File: src/rtl/cache_axi_rd_arbiter_pkg.sv
// Shared definitions for the I/D cache AXI read arbiter: cache ARIDs, AR FSM encodings, AXI field widths.
package cache_axi_rd_arbiter_pkg;
    localparam int ID_W    = 4;
    localparam int LEN_W   = 8;
    localparam int SIZE_W  = 3;
    localparam int BURST_W = 2;
    localparam int RESP_W  = 2;
    localparam int RDATA_W = 32;
    localparam int WDATA_W = 32;
    localparam int WSTRB_W = WDATA_W / 8;

    localparam logic [ID_W-1:0] ICACHE_ARID = 4'd3;
    localparam logic [ID_W-1:0] DCACHE_ARID = 4'd1;

    typedef enum logic {
        AR_IDLE = 1'b0,
        AR_HOLD = 1'b1
    } ar_state_e;

    typedef enum logic {
        GNT_D = 1'b0,
        GNT_I = 1'b1
    } grant_e;

    typedef struct packed {
        logic [ID_W-1:0]    id;
        logic [LEN_W-1:0]   len;
        logic [SIZE_W-1:0]  size;
        logic [BURST_W-1:0] burst;
    } ar_ctl_t;
endpackage

File: src/rtl/cache_axi_rd_arbiter_if.sv
// AXI port bundle (AR/R plus AW/W/B) used for both cache ports and the shared master port.
interface cache_axi_rd_arbiter_if #(
    parameter int ADDR_W = 32
) ();
    import cache_axi_rd_arbiter_pkg::*;

    logic [ID_W-1:0]    arid;
    logic [ADDR_W-1:0]  araddr;
    logic [LEN_W-1:0]   arlen;
    logic [SIZE_W-1:0]  arsize;
    logic [BURST_W-1:0] arburst;
    logic               arlock;
    logic [3:0]         arcache;
    logic [2:0]         arprot;
    logic               arvalid;
    logic               arready;

    logic [ID_W-1:0]    rid;
    logic [RDATA_W-1:0] rdata;
    logic [RESP_W-1:0]  rresp;
    logic               rlast;
    logic               rvalid;
    logic               rready;

    logic [ID_W-1:0]    awid;
    logic [ADDR_W-1:0]  awaddr;
    logic [LEN_W-1:0]   awlen;
    logic [SIZE_W-1:0]  awsize;
    logic [BURST_W-1:0] awburst;
    logic               awvalid;
    logic               awready;

    logic [WDATA_W-1:0] wdata;
    logic [WSTRB_W-1:0] wstrb;
    logic               wlast;
    logic               wvalid;
    logic               wready;

    logic [ID_W-1:0]    bid;
    logic [RESP_W-1:0]  bresp;
    logic               bvalid;
    logic               bready;

    modport master (
        output arid, araddr, arlen, arsize, arburst, arlock, arcache, arprot, arvalid,
        input  arready,
        input  rid, rdata, rresp, rlast, rvalid,
        output rready,
        output awid, awaddr, awlen, awsize, awburst, awvalid,
        input  awready,
        output wdata, wstrb, wlast, wvalid,
        input  wready,
        input  bid, bresp, bvalid,
        output bready
    );

    modport slave (
        input  arid, araddr, arlen, arsize, arburst, arlock, arcache, arprot, arvalid,
        output arready,
        output rid, rdata, rresp, rlast, rvalid,
        input  rready,
        input  awid, awaddr, awlen, awsize, awburst, awvalid,
        output awready,
        input  wdata, wstrb, wlast, wvalid,
        output wready,
        output bid, bresp, bvalid,
        input  bready
    );
endinterface

File: src/rtl/cache_axi_rd_arbiter_axi_ar_mux.sv
// axi_ar_mux: 2:1 selection of the AR request fields between Dcache and Icache, steered by the grant.
module cache_axi_rd_arbiter_axi_ar_mux
    import cache_axi_rd_arbiter_pkg::*;
#(
    parameter int ADDR_W = 32
) (
    input  grant_e            i_sel,
    input  logic [ADDR_W-1:0] i_d_addr,
    input  ar_ctl_t           i_d_ctl,
    input  logic [ADDR_W-1:0] i_i_addr,
    input  ar_ctl_t           i_i_ctl,
    output logic [ADDR_W-1:0] o_addr,
    output ar_ctl_t           o_ctl
);
    assign o_addr = (i_sel == GNT_I) ? i_i_addr : i_d_addr;
    assign o_ctl  = (i_sel == GNT_I) ? i_i_ctl  : i_d_ctl;
endmodule

File: src/rtl/cache_axi_rd_arbiter.sv
// Shares one AXI master between Icache and Dcache reads; D writes pass straight through.
// Define ARB_RR_EN for round-robin arbitration; default is fixed priority with D over I.
module cache_axi_rd_arbiter
    import cache_axi_rd_arbiter_pkg::*;
#(
    parameter logic [ID_W-1:0] I_ID   = ICACHE_ARID,
    parameter logic [ID_W-1:0] D_ID   = DCACHE_ARID,
    parameter int              ADDR_W = 32
) (
    input  logic                  clk,
    input  logic                  resetn,
    cache_axi_rd_arbiter_if.slave  icache,
    cache_axi_rd_arbiter_if.slave  dcache,
    cache_axi_rd_arbiter_if.master maxi
);
    ar_state_e r_state, w_state_nxt;
    grant_e    r_grant, w_grant_nxt, w_winner;
    logic      r_pend_i, r_pend_d;
    logic      w_elig_i, w_elig_d, w_ar_hs, w_rid_i, w_rid_d, w_clr_i, w_clr_d;
    ar_ctl_t   w_i_ctl, w_d_ctl, w_m_ctl;
`ifdef ARB_RR_EN
    grant_e    r_rr_last;
`endif

    // A port with a burst in flight may not issue another AR until its rlast returns.
    assign w_elig_i = icache.arvalid && !r_pend_i;
    assign w_elig_d = dcache.arvalid && !r_pend_d;
    assign w_ar_hs  = (r_state == AR_HOLD) && maxi.arready;
    assign w_rid_i  = (maxi.rid == I_ID);
    assign w_rid_d  = (maxi.rid == D_ID);
    assign w_clr_i  = maxi.rvalid && maxi.rready && maxi.rlast && w_rid_i;
    assign w_clr_d  = maxi.rvalid && maxi.rready && maxi.rlast && w_rid_d;

    always_comb begin
        w_winner = GNT_D;
`ifdef ARB_RR_EN
        if (w_elig_i && w_elig_d)
            w_winner = (r_rr_last == GNT_D) ? GNT_I : GNT_D;
        else if (w_elig_i)
            w_winner = GNT_I;
`else
        if (w_elig_i && !w_elig_d)
            w_winner = GNT_I;
`endif
    end

    always_ff @(posedge clk) begin
        if (!resetn) begin
            r_state  <= AR_IDLE;
            r_grant  <= GNT_D;
            r_pend_i <= 1'b0;
            r_pend_d <= 1'b0;
`ifdef ARB_RR_EN
            r_rr_last <= GNT_I;
`endif
        end else begin
            r_state <= w_state_nxt;
            r_grant <= w_grant_nxt;
            if (w_ar_hs && r_grant == GNT_I) r_pend_i <= 1'b1;
            else if (w_clr_i)                r_pend_i <= 1'b0;
            if (w_ar_hs && r_grant == GNT_D) r_pend_d <= 1'b1;
            else if (w_clr_d)                r_pend_d <= 1'b0;
`ifdef ARB_RR_EN
            if (w_ar_hs) r_rr_last <= r_grant;
`endif
        end
    end

    always_comb begin
        w_state_nxt = r_state;
        w_grant_nxt = r_grant;
        case (r_state)
            AR_IDLE: if (w_elig_i || w_elig_d) begin
                w_state_nxt = AR_HOLD;
                w_grant_nxt = w_winner;
            end
            AR_HOLD: if (maxi.arready) w_state_nxt = AR_IDLE;
            default: w_state_nxt = AR_IDLE;
        endcase
    end

    always_comb begin
        maxi.arvalid   = (r_state == AR_HOLD);
        icache.arready = w_ar_hs && (r_grant == GNT_I);
        dcache.arready = w_ar_hs && (r_grant == GNT_D);
    end

    assign w_i_ctl = '{id: icache.arid, len: icache.arlen, size: icache.arsize, burst: icache.arburst};
    assign w_d_ctl = '{id: dcache.arid, len: dcache.arlen, size: dcache.arsize, burst: dcache.arburst};

    cache_axi_rd_arbiter_axi_ar_mux #(.ADDR_W(ADDR_W)) u_ar_mux (
        .i_sel    (r_grant),
        .i_d_addr (dcache.araddr),
        .i_d_ctl  (w_d_ctl),
        .i_i_addr (icache.araddr),
        .i_i_ctl  (w_i_ctl),
        .o_addr   (maxi.araddr),
        .o_ctl    (w_m_ctl)
    );

    assign maxi.arid    = w_m_ctl.id;
    assign maxi.arlen   = w_m_ctl.len;
    assign maxi.arsize  = w_m_ctl.size;
    assign maxi.arburst = w_m_ctl.burst;
    assign maxi.arlock  = 1'b0;
    assign maxi.arcache = 4'd0;
    assign maxi.arprot  = 3'd0;

    // R demux by rid; beats carrying an unknown rid are drained so they cannot stall the bus.
    assign icache.rvalid = maxi.rvalid && w_rid_i;
    assign dcache.rvalid = maxi.rvalid && w_rid_d;
    assign maxi.rready   = w_rid_i ? icache.rready : (w_rid_d ? dcache.rready : 1'b1);
    assign icache.rid    = maxi.rid;
    assign icache.rdata  = maxi.rdata;
    assign icache.rresp  = maxi.rresp;
    assign icache.rlast  = maxi.rlast;
    assign dcache.rid    = maxi.rid;
    assign dcache.rdata  = maxi.rdata;
    assign dcache.rresp  = maxi.rresp;
    assign dcache.rlast  = maxi.rlast;

    assign maxi.awid     = dcache.awid;
    assign maxi.awaddr   = dcache.awaddr;
    assign maxi.awlen    = dcache.awlen;
    assign maxi.awsize   = dcache.awsize;
    assign maxi.awburst  = dcache.awburst;
    assign maxi.awvalid  = dcache.awvalid;
    assign dcache.awready = maxi.awready;
    assign maxi.wdata    = dcache.wdata;
    assign maxi.wstrb    = dcache.wstrb;
    assign maxi.wlast    = dcache.wlast;
    assign maxi.wvalid   = dcache.wvalid;
    assign dcache.wready = maxi.wready;
    assign dcache.bid    = maxi.bid;
    assign dcache.bresp  = maxi.bresp;
    assign dcache.bvalid = maxi.bvalid;
    assign maxi.bready   = dcache.bready;

    // Icache is read-only: its write channels are parked.
    assign icache.awready = 1'b0;
    assign icache.wready  = 1'b0;
    assign icache.bid     = '0;
    assign icache.bresp   = '0;
    assign icache.bvalid  = 1'b0;
endmodule

File: src/flat_wrapper.sv
// flat-port wrapper written by rule: the top's interface ports become plain ports
module cache_axi_rd_arbiter_flat import cache_axi_rd_arbiter_pkg::*;
#(
    parameter logic [ID_W-1:0] I_ID   = ICACHE_ARID,
    parameter logic [ID_W-1:0] D_ID   = DCACHE_ARID,
    parameter int              ADDR_W = 32
)
  (clk, resetn, icache_arid, icache_araddr, icache_arlen, icache_arsize, icache_arburst, icache_arlock, icache_arcache, icache_arprot, icache_arvalid, icache_arready, icache_rid, icache_rdata, icache_rresp, icache_rlast, icache_rvalid, icache_rready, icache_awid, icache_awaddr, icache_awlen, icache_awsize, icache_awburst, icache_awvalid, icache_awready, icache_wdata, icache_wstrb, icache_wlast, icache_wvalid, icache_wready, icache_bid, icache_bresp, icache_bvalid, icache_bready, dcache_arid, dcache_araddr, dcache_arlen, dcache_arsize, dcache_arburst, dcache_arlock, dcache_arcache, dcache_arprot, dcache_arvalid, dcache_arready, dcache_rid, dcache_rdata, dcache_rresp, dcache_rlast, dcache_rvalid, dcache_rready, dcache_awid, dcache_awaddr, dcache_awlen, dcache_awsize, dcache_awburst, dcache_awvalid, dcache_awready, dcache_wdata, dcache_wstrb, dcache_wlast, dcache_wvalid, dcache_wready, dcache_bid, dcache_bresp, dcache_bvalid, dcache_bready, maxi_arid, maxi_araddr, maxi_arlen, maxi_arsize, maxi_arburst, maxi_arlock, maxi_arcache, maxi_arprot, maxi_arvalid, maxi_arready, maxi_rid, maxi_rdata, maxi_rresp, maxi_rlast, maxi_rvalid, maxi_rready, maxi_awid, maxi_awaddr, maxi_awlen, maxi_awsize, maxi_awburst, maxi_awvalid, maxi_awready, maxi_wdata, maxi_wstrb, maxi_wlast, maxi_wvalid, maxi_wready, maxi_bid, maxi_bresp, maxi_bvalid, maxi_bready);
  cache_axi_rd_arbiter_if #(.ADDR_W(ADDR_W)) icache_i ();
  cache_axi_rd_arbiter_if #(.ADDR_W(ADDR_W)) dcache_i ();
  cache_axi_rd_arbiter_if #(.ADDR_W(ADDR_W)) maxi_i ();
  input  logic clk;
  input  logic resetn;
  input wire logic [$bits(icache_i.arid)-1:0] icache_arid;
  input wire logic [$bits(icache_i.araddr)-1:0] icache_araddr;
  input wire logic [$bits(icache_i.arlen)-1:0] icache_arlen;
  input wire logic [$bits(icache_i.arsize)-1:0] icache_arsize;
  input wire logic [$bits(icache_i.arburst)-1:0] icache_arburst;
  input wire logic [$bits(icache_i.arlock)-1:0] icache_arlock;
  input wire logic [$bits(icache_i.arcache)-1:0] icache_arcache;
  input wire logic [$bits(icache_i.arprot)-1:0] icache_arprot;
  input wire logic [$bits(icache_i.arvalid)-1:0] icache_arvalid;
  output wire logic [$bits(icache_i.arready)-1:0] icache_arready;
  output wire logic [$bits(icache_i.rid)-1:0] icache_rid;
  output wire logic [$bits(icache_i.rdata)-1:0] icache_rdata;
  output wire logic [$bits(icache_i.rresp)-1:0] icache_rresp;
  output wire logic [$bits(icache_i.rlast)-1:0] icache_rlast;
  output wire logic [$bits(icache_i.rvalid)-1:0] icache_rvalid;
  input wire logic [$bits(icache_i.rready)-1:0] icache_rready;
  input wire logic [$bits(icache_i.awid)-1:0] icache_awid;
  input wire logic [$bits(icache_i.awaddr)-1:0] icache_awaddr;
  input wire logic [$bits(icache_i.awlen)-1:0] icache_awlen;
  input wire logic [$bits(icache_i.awsize)-1:0] icache_awsize;
  input wire logic [$bits(icache_i.awburst)-1:0] icache_awburst;
  input wire logic [$bits(icache_i.awvalid)-1:0] icache_awvalid;
  output wire logic [$bits(icache_i.awready)-1:0] icache_awready;
  input wire logic [$bits(icache_i.wdata)-1:0] icache_wdata;
  input wire logic [$bits(icache_i.wstrb)-1:0] icache_wstrb;
  input wire logic [$bits(icache_i.wlast)-1:0] icache_wlast;
  input wire logic [$bits(icache_i.wvalid)-1:0] icache_wvalid;
  output wire logic [$bits(icache_i.wready)-1:0] icache_wready;
  output wire logic [$bits(icache_i.bid)-1:0] icache_bid;
  output wire logic [$bits(icache_i.bresp)-1:0] icache_bresp;
  output wire logic [$bits(icache_i.bvalid)-1:0] icache_bvalid;
  input wire logic [$bits(icache_i.bready)-1:0] icache_bready;
  input wire logic [$bits(dcache_i.arid)-1:0] dcache_arid;
  input wire logic [$bits(dcache_i.araddr)-1:0] dcache_araddr;
  input wire logic [$bits(dcache_i.arlen)-1:0] dcache_arlen;
  input wire logic [$bits(dcache_i.arsize)-1:0] dcache_arsize;
  input wire logic [$bits(dcache_i.arburst)-1:0] dcache_arburst;
  input wire logic [$bits(dcache_i.arlock)-1:0] dcache_arlock;
  input wire logic [$bits(dcache_i.arcache)-1:0] dcache_arcache;
  input wire logic [$bits(dcache_i.arprot)-1:0] dcache_arprot;
  input wire logic [$bits(dcache_i.arvalid)-1:0] dcache_arvalid;
  output wire logic [$bits(dcache_i.arready)-1:0] dcache_arready;
  output wire logic [$bits(dcache_i.rid)-1:0] dcache_rid;
  output wire logic [$bits(dcache_i.rdata)-1:0] dcache_rdata;
  output wire logic [$bits(dcache_i.rresp)-1:0] dcache_rresp;
  output wire logic [$bits(dcache_i.rlast)-1:0] dcache_rlast;
  output wire logic [$bits(dcache_i.rvalid)-1:0] dcache_rvalid;
  input wire logic [$bits(dcache_i.rready)-1:0] dcache_rready;
  input wire logic [$bits(dcache_i.awid)-1:0] dcache_awid;
  input wire logic [$bits(dcache_i.awaddr)-1:0] dcache_awaddr;
  input wire logic [$bits(dcache_i.awlen)-1:0] dcache_awlen;
  input wire logic [$bits(dcache_i.awsize)-1:0] dcache_awsize;
  input wire logic [$bits(dcache_i.awburst)-1:0] dcache_awburst;
  input wire logic [$bits(dcache_i.awvalid)-1:0] dcache_awvalid;
  output wire logic [$bits(dcache_i.awready)-1:0] dcache_awready;
  input wire logic [$bits(dcache_i.wdata)-1:0] dcache_wdata;
  input wire logic [$bits(dcache_i.wstrb)-1:0] dcache_wstrb;
  input wire logic [$bits(dcache_i.wlast)-1:0] dcache_wlast;
  input wire logic [$bits(dcache_i.wvalid)-1:0] dcache_wvalid;
  output wire logic [$bits(dcache_i.wready)-1:0] dcache_wready;
  output wire logic [$bits(dcache_i.bid)-1:0] dcache_bid;
  output wire logic [$bits(dcache_i.bresp)-1:0] dcache_bresp;
  output wire logic [$bits(dcache_i.bvalid)-1:0] dcache_bvalid;
  input wire logic [$bits(dcache_i.bready)-1:0] dcache_bready;
  output wire logic [$bits(maxi_i.arid)-1:0] maxi_arid;
  output wire logic [$bits(maxi_i.araddr)-1:0] maxi_araddr;
  output wire logic [$bits(maxi_i.arlen)-1:0] maxi_arlen;
  output wire logic [$bits(maxi_i.arsize)-1:0] maxi_arsize;
  output wire logic [$bits(maxi_i.arburst)-1:0] maxi_arburst;
  output wire logic [$bits(maxi_i.arlock)-1:0] maxi_arlock;
  output wire logic [$bits(maxi_i.arcache)-1:0] maxi_arcache;
  output wire logic [$bits(maxi_i.arprot)-1:0] maxi_arprot;
  output wire logic [$bits(maxi_i.arvalid)-1:0] maxi_arvalid;
  input wire logic [$bits(maxi_i.arready)-1:0] maxi_arready;
  input wire logic [$bits(maxi_i.rid)-1:0] maxi_rid;
  input wire logic [$bits(maxi_i.rdata)-1:0] maxi_rdata;
  input wire logic [$bits(maxi_i.rresp)-1:0] maxi_rresp;
  input wire logic [$bits(maxi_i.rlast)-1:0] maxi_rlast;
  input wire logic [$bits(maxi_i.rvalid)-1:0] maxi_rvalid;
  output wire logic [$bits(maxi_i.rready)-1:0] maxi_rready;
  output wire logic [$bits(maxi_i.awid)-1:0] maxi_awid;
  output wire logic [$bits(maxi_i.awaddr)-1:0] maxi_awaddr;
  output wire logic [$bits(maxi_i.awlen)-1:0] maxi_awlen;
  output wire logic [$bits(maxi_i.awsize)-1:0] maxi_awsize;
  output wire logic [$bits(maxi_i.awburst)-1:0] maxi_awburst;
  output wire logic [$bits(maxi_i.awvalid)-1:0] maxi_awvalid;
  input wire logic [$bits(maxi_i.awready)-1:0] maxi_awready;
  output wire logic [$bits(maxi_i.wdata)-1:0] maxi_wdata;
  output wire logic [$bits(maxi_i.wstrb)-1:0] maxi_wstrb;
  output wire logic [$bits(maxi_i.wlast)-1:0] maxi_wlast;
  output wire logic [$bits(maxi_i.wvalid)-1:0] maxi_wvalid;
  input wire logic [$bits(maxi_i.wready)-1:0] maxi_wready;
  input wire logic [$bits(maxi_i.bid)-1:0] maxi_bid;
  input wire logic [$bits(maxi_i.bresp)-1:0] maxi_bresp;
  input wire logic [$bits(maxi_i.bvalid)-1:0] maxi_bvalid;
  output wire logic [$bits(maxi_i.bready)-1:0] maxi_bready;
  assign icache_i.arid = icache_arid;
  assign icache_i.araddr = icache_araddr;
  assign icache_i.arlen = icache_arlen;
  assign icache_i.arsize = icache_arsize;
  assign icache_i.arburst = icache_arburst;
  assign icache_i.arlock = icache_arlock;
  assign icache_i.arcache = icache_arcache;
  assign icache_i.arprot = icache_arprot;
  assign icache_i.arvalid = icache_arvalid;
  assign icache_arready = icache_i.arready;
  assign icache_rid = icache_i.rid;
  assign icache_rdata = icache_i.rdata;
  assign icache_rresp = icache_i.rresp;
  assign icache_rlast = icache_i.rlast;
  assign icache_rvalid = icache_i.rvalid;
  assign icache_i.rready = icache_rready;
  assign icache_i.awid = icache_awid;
  assign icache_i.awaddr = icache_awaddr;
  assign icache_i.awlen = icache_awlen;
  assign icache_i.awsize = icache_awsize;
  assign icache_i.awburst = icache_awburst;
  assign icache_i.awvalid = icache_awvalid;
  assign icache_awready = icache_i.awready;
  assign icache_i.wdata = icache_wdata;
  assign icache_i.wstrb = icache_wstrb;
  assign icache_i.wlast = icache_wlast;
  assign icache_i.wvalid = icache_wvalid;
  assign icache_wready = icache_i.wready;
  assign icache_bid = icache_i.bid;
  assign icache_bresp = icache_i.bresp;
  assign icache_bvalid = icache_i.bvalid;
  assign icache_i.bready = icache_bready;
  assign dcache_i.arid = dcache_arid;
  assign dcache_i.araddr = dcache_araddr;
  assign dcache_i.arlen = dcache_arlen;
  assign dcache_i.arsize = dcache_arsize;
  assign dcache_i.arburst = dcache_arburst;
  assign dcache_i.arlock = dcache_arlock;
  assign dcache_i.arcache = dcache_arcache;
  assign dcache_i.arprot = dcache_arprot;
  assign dcache_i.arvalid = dcache_arvalid;
  assign dcache_arready = dcache_i.arready;
  assign dcache_rid = dcache_i.rid;
  assign dcache_rdata = dcache_i.rdata;
  assign dcache_rresp = dcache_i.rresp;
  assign dcache_rlast = dcache_i.rlast;
  assign dcache_rvalid = dcache_i.rvalid;
  assign dcache_i.rready = dcache_rready;
  assign dcache_i.awid = dcache_awid;
  assign dcache_i.awaddr = dcache_awaddr;
  assign dcache_i.awlen = dcache_awlen;
  assign dcache_i.awsize = dcache_awsize;
  assign dcache_i.awburst = dcache_awburst;
  assign dcache_i.awvalid = dcache_awvalid;
  assign dcache_awready = dcache_i.awready;
  assign dcache_i.wdata = dcache_wdata;
  assign dcache_i.wstrb = dcache_wstrb;
  assign dcache_i.wlast = dcache_wlast;
  assign dcache_i.wvalid = dcache_wvalid;
  assign dcache_wready = dcache_i.wready;
  assign dcache_bid = dcache_i.bid;
  assign dcache_bresp = dcache_i.bresp;
  assign dcache_bvalid = dcache_i.bvalid;
  assign dcache_i.bready = dcache_bready;
  assign maxi_arid = maxi_i.arid;
  assign maxi_araddr = maxi_i.araddr;
  assign maxi_arlen = maxi_i.arlen;
  assign maxi_arsize = maxi_i.arsize;
  assign maxi_arburst = maxi_i.arburst;
  assign maxi_arlock = maxi_i.arlock;
  assign maxi_arcache = maxi_i.arcache;
  assign maxi_arprot = maxi_i.arprot;
  assign maxi_arvalid = maxi_i.arvalid;
  assign maxi_i.arready = maxi_arready;
  assign maxi_i.rid = maxi_rid;
  assign maxi_i.rdata = maxi_rdata;
  assign maxi_i.rresp = maxi_rresp;
  assign maxi_i.rlast = maxi_rlast;
  assign maxi_i.rvalid = maxi_rvalid;
  assign maxi_rready = maxi_i.rready;
  assign maxi_awid = maxi_i.awid;
  assign maxi_awaddr = maxi_i.awaddr;
  assign maxi_awlen = maxi_i.awlen;
  assign maxi_awsize = maxi_i.awsize;
  assign maxi_awburst = maxi_i.awburst;
  assign maxi_awvalid = maxi_i.awvalid;
  assign maxi_i.awready = maxi_awready;
  assign maxi_wdata = maxi_i.wdata;
  assign maxi_wstrb = maxi_i.wstrb;
  assign maxi_wlast = maxi_i.wlast;
  assign maxi_wvalid = maxi_i.wvalid;
  assign maxi_i.wready = maxi_wready;
  assign maxi_i.bid = maxi_bid;
  assign maxi_i.bresp = maxi_bresp;
  assign maxi_i.bvalid = maxi_bvalid;
  assign maxi_bready = maxi_i.bready;
  cache_axi_rd_arbiter #(.I_ID(I_ID), .D_ID(D_ID), .ADDR_W(ADDR_W)) u_core (.clk(clk), .resetn(resetn), .icache(icache_i), .dcache(dcache_i), .maxi(maxi_i));
endmodule
File: config.mk
export PLATFORM = sky130hd
export DESIGN_NAME = cache_axi_rd_arbiter_flat
export DESIGN_NICKNAME = d
export VERILOG_FILES = /design/src/rtl/cache_axi_rd_arbiter_pkg.sv /design/src/rtl/cache_axi_rd_arbiter_if.sv /design/src/rtl/cache_axi_rd_arbiter_axi_ar_mux.sv /design/src/rtl/cache_axi_rd_arbiter.sv /design/src/flat_wrapper.sv
export SDC_FILE = /design/constraint.sdc
export NUM_CORES = 1
export LEC_CHECK = 0
export ABC_AREA = 1
export CAP_MARGIN = 20
export CORE_AREA = 4 4 232 234
export CTS_CLUSTER_DIAMETER = 120
export DETAILED_ROUTE_END_ITERATION = 12
export DIE_AREA = 0 0 236 238
export PLACE_DENSITY_LB_ADDON = 0.15
export SYNTH_ARGS = -nofsm -noshare
export SYNTH_HDL_FRONTEND = slang
export SYNTH_HIERARCHICAL = 1
export SYNTH_SLANG_ARGS = --single-unit
File: constraint.sdc
create_clock -name clk -period 2.1 [get_ports clk]
set_clock_uncertainty 0.1 [all_clocks]
set_input_delay 0.21 -clock clk [delete_from_list [all_inputs] [get_ports clk]]
set_output_delay 0.21 -clock clk [all_outputs]
set_load 0.05 [all_outputs]
### After elaboration in Yosys (flattened, before gate mapping)

Index checks and enable logic that the tools add are counted.

* reductions and logical operators: 19
* bitwise logic cells: 2
* equality and inequality tests: 2
* muxes and demuxes: 12

Operators by type and width (number)
* 32-bit two-way mux: 1
* 17-bit two-way mux: 1
* 1-bit logical AND: 12
* 1-bit two-way mux: 9
* 4-bit by 1-bit equality test with 1-bit output (second input constant): 1
* 4-bit by 2-bit equality test with 1-bit output (second input constant): 1
* 2-bit nonzero test: 2
* 1-bit zero test: 3
* 1-bit inverter: 2
* 1-bit one-hot mux with 2 select lines: 1
* 2-bit AND reduction: 1
* 1-bit logical OR: 1

* input port bits: 348
* output and inout port bits: 248
* word-level logic and storage cells: 39
* register bits: 4

### Longest topological paths before layout

* word-level depth: 8
* depth in mapped cells: 6
* gate-level depth less buffers: 6

### Cells and area by module

Netlist, hierarchy kept.

Modules (own cells, without submodules)
* cache_axi_rd_arbiter: instances 1, seq. area each 80.1 um2, cells an instance 242, area an instance 1745.4 um2
* cache_axi_rd_arbiter_axi_ar_mux: instances 1, seq. area each 0.0 um2, cells an instance 159, area an instance 631.9 um2

### Worst setup path before layout

Ideal clock, no wire load.

* kind: input-to-output
* start point: in maxi_rid[1]
* end point: out dcache_rvalid
* stages: 3
* data required time: 1.790 ns
* path buffers: 0
* setup slack: 0.413 ns
* arrival: 1.377 ns
* cells stage by stage: inv_1 -> nand2_1 -> nor3_1

* cells in the longest elaborated chain, start to end: 2

Ends and longest elaborated chain
* from (decl): line flat_wrapper.sv:88 `input wire logic [$bits(maxi_i.rid)-1:0] maxi_rid;`
* 4-bit by 1-bit equality test with 1-bit output: line cache_axi_rd_arbiter.sv:30 `assign w_rid_d = (maxi.rid == D_ID);`
* 1-bit logical AND: line cache_axi_rd_arbiter.sv:111 `assign dcache.rvalid = maxi.rvalid && w_rid_d;`
* to (decl): line flat_wrapper.sv:60 `output wire logic [$bits(dcache_i.rvalid)-1:0] dcache_rvalid;`

Every way passes these cells.

### Worst setup path in the final report

* start point: in maxi_rid[1]
* end point: out icache_rvalid

* cells in the longest elaborated chain, start to end: 2

Ends and longest elaborated chain
* 4-bit by 2-bit equality test with 1-bit output: line cache_axi_rd_arbiter.sv:29 `assign w_rid_i = (maxi.rid == I_ID);`
* 1-bit logical AND: line cache_axi_rd_arbiter.sv:110 `assign icache.rvalid = maxi.rvalid && w_rid_i;`
* to (decl): line flat_wrapper.sv:28 `output wire logic [$bits(icache_i.rvalid)-1:0] icache_rvalid;`

Every way passes these cells.

==> reports/qor.yml <==
place:
  placedInstanceArea_um2: 4100
  gp_congestion: 0.662
  io_buffers: 175
  hpwl_um: 11100
synthesis:
  synth_compound_area_frac: 0.0189
  yosys.area_share.simple: 0.276
  avgSynthCellArea_um2: 5.93
  syn_area_um2: 2380
  yosys-mux-area-fraction: 0
  yosys.area_share.adder: 0
  netlist_instances: 401
  synth.distinct_cells: 20
  synth-seq-cells: 4
  ys_warn_count: 6
  seq_area_frac_synth: 0.0337
  synth_top_family_by_area: "buffers and inverters"
  synth_xor_area_frac: 0
final_layout:
  syn2layout_area_growth_pct: 75.7
  antenna_cells: 0
  layout.nets: 746
  postLayoutCoreUtil: 0.0803
  drive_above_1_share: 0.210
  finish.instance_area_um2: 4180
clocking:
  numCtsBuffers: 3
  clkLatencyLatePin_ps: 220
  hold_buffers: 0
  post-cts-setup-buffers: 0
  cts_tree: "yes"
  numClockSinks: 4
  ctsResizeCount: 0
  clockBufferDepth: 2
  htree_levels: 1
  cts-root-buf: "clkbuf_16"
global_routing:
  grt_pass1_vias: 2290
  grt_pass1_wl_um: 17000
  antenna_found_initial: 0
  overflow: 0
  grt_max_degree: 38
  grtUsageTotal: 0.0415
detailed_routing:
  wire_per_inst_um: 11.7
  firstDrtPassIters: 3
  via_count: 2161
  drc: 0
  finalWirelength_um: 12700
  ant_nets: 0
  drtIter0Drc: 27
  vias_per_cell: 1.99
floorplan:
  die_height_um: 238
  initial_core_util: 0.0457
  core_area_um2: 52000
  die-area_um2: 56200
  io_pins: 596
  rows: 84
  die_width_um: 236
worst_setup_path:
  arrival_ps: 1430
  critical_path_class: "primary input to primary output"
  ff2ff_setup_slack_ps: 780
  r2r_start: "u_core/r_grant"
  critPathRequiredTime_ps: 1790
  reg2reg_to: "u_core/r_pend_i"
  start_kind: "primary input"
  reg2reg_depth: 5
  cp-end-kind: "primary output"
  crit_path_max_fanout: 5
pwr:
  p_total_mw: 1.79
  max-vdd-ir-drop_v: 0.000182
  comb_power_share: 0.785
  p_int_mw: 0.963
  power.leakage_nw: 1.68
  clock_power_share: 0.164
  p_sw_mw: 0.822
  swShare: 0.460
  p_seq_frac: 0.050
  powerDensity_nw_per_um2: 427
timing:
  fmax_ghz: 0.574
  finalCriticalPeriod_ps: 1740
  setup_viol: 0
  setup_tns_ps: 0
  slew_viol_final: 0
  rsz0062_at_grt: "false"
  hold_viol: 0
  hold_ws_ps: 320
  finalCritPeriodShare: 0.830
min_path:
  holdCritStartpoint: "maxi_bid[3]"
  whs_path_depth: 0
  hold_end: "dcache_bid[3]"
  holdCritPathClass: "primary input to primary output"
status:
  status: "complete, no violations"
flow_run:
  drv_cap: 0
-- final cells by class --
class | instances | area [um2]
Clock buffer | 3 | 75.1
Fill cell | 6151 | 47800
Inverter | 18 | 67.6
Multi-Input combinational cell | 191 | 764
Sequential cell | 4 | 81.3
Tap cell | 688 | 861
Timing Repair Buffer | 180 | 2330
-- kinds of logic (layout without fill, tap and decap cells) --
family,after synthesis,in the layout
other,1,17
and+or+nand+nor,168,168
buffers and inverters,222,201
AOI/OAI and AO/OA,6,6
DFF,4,4
-- worst max path at each step --
stage	from	to	slack, ps	cells past startpoint
CTS	maxi_rid[1]	icache_rvalid	300	5
detailed placement	maxi_rid[1]	icache_rvalid	320	5
global route	maxi_rid[1]	icache_rvalid	230	5
global placement	maxi_rid[1]	icache_rvalid	310	5
floorplan	maxi_rid[1]	dcache_rvalid	410	3
finish	maxi_rid[1]	icache_rvalid	360	5
-- critical path, stage by stage --
cell             delay (ps)
clkdlybuf4s50_1         560
nand2_1                 130
nor3_1                  240
buf_4                   160
buf_12                  120
-- synth_stat cells, drive strengths merged --
| master | count | area (um2) |
|---|---|---|
| buf | 204 | 1530 |
| nand2 | 156 | 588 |
| inv | 17 | 63.8 |
| nor2 | 6 | 30.0 |
| nor3 | 2 | 10.0 |
| nand4 | 2 | 12.5 |
| o211ai | 1 | 7.51 |
| a21oi | 2 | 17.5 |
| o21ai | 2 | 10.0 |
| dfxtp | 4 | 80.1 |
| o311a | 1 | 10.0 |
| clkinv | 1 | 3.75 |
| nand3 | 2 | 15.0 |
| conb | 1 | 3.75 |
-- per-stage QoR --
step	worst slack, ps	std cells
after floorplan	413	417
after global placement	306	1081
after detailed placement	315	1081
after CTS	301	1084
after global routing	225	1084
final	357	1084
-- layout by cell type, fill, tap and decap left out, types with 3 or more instances in the layout --
cell / netlist / routed
buf_12: 0 / 56
buf_4: 194 / 14
clkbuf_16: 0 / 3
clkdlybuf4s50_1: 0 / 110
conb_1: 1 / 17
dfxtp_1: 4 / 3
inv_1: 15 / 15
nand2_1: 155 / 155
nor2_1: 3 / 3
nor2_2: 3 / 3
-- flip-flops by register name, indices dropped and copies added, names as in the netlist --
signal	cells
u_core/r_pend_i	1
u_core/r_grant	1
u_core/maxi.arvalid	1
u_core/r_pend_d	1
-- power by group through the flow --
stage                     combinational (mW)  clock, mW  sequential (mW)
after detailed placement                1.43          0           0.0908
after global placement                  1.44          0           0.0902
after global routing                    1.48      0.307           0.0905
after CTS                               1.44      0.299           0.0898
final                                   1.40      0.294           0.0897
after floorplan                         1.53          0           0.0934
-- routing by layer --
metal,part of all wire,track usage,vias up
met5,0.0055,0.00926,-
met2,0.42,0.0617,276
li1,-,-,974
met3,0.21,0.0373,53
met1,0.31,0.0367,856
met4,0.060,0.0263,2
(Power assumes the default switching activity.)
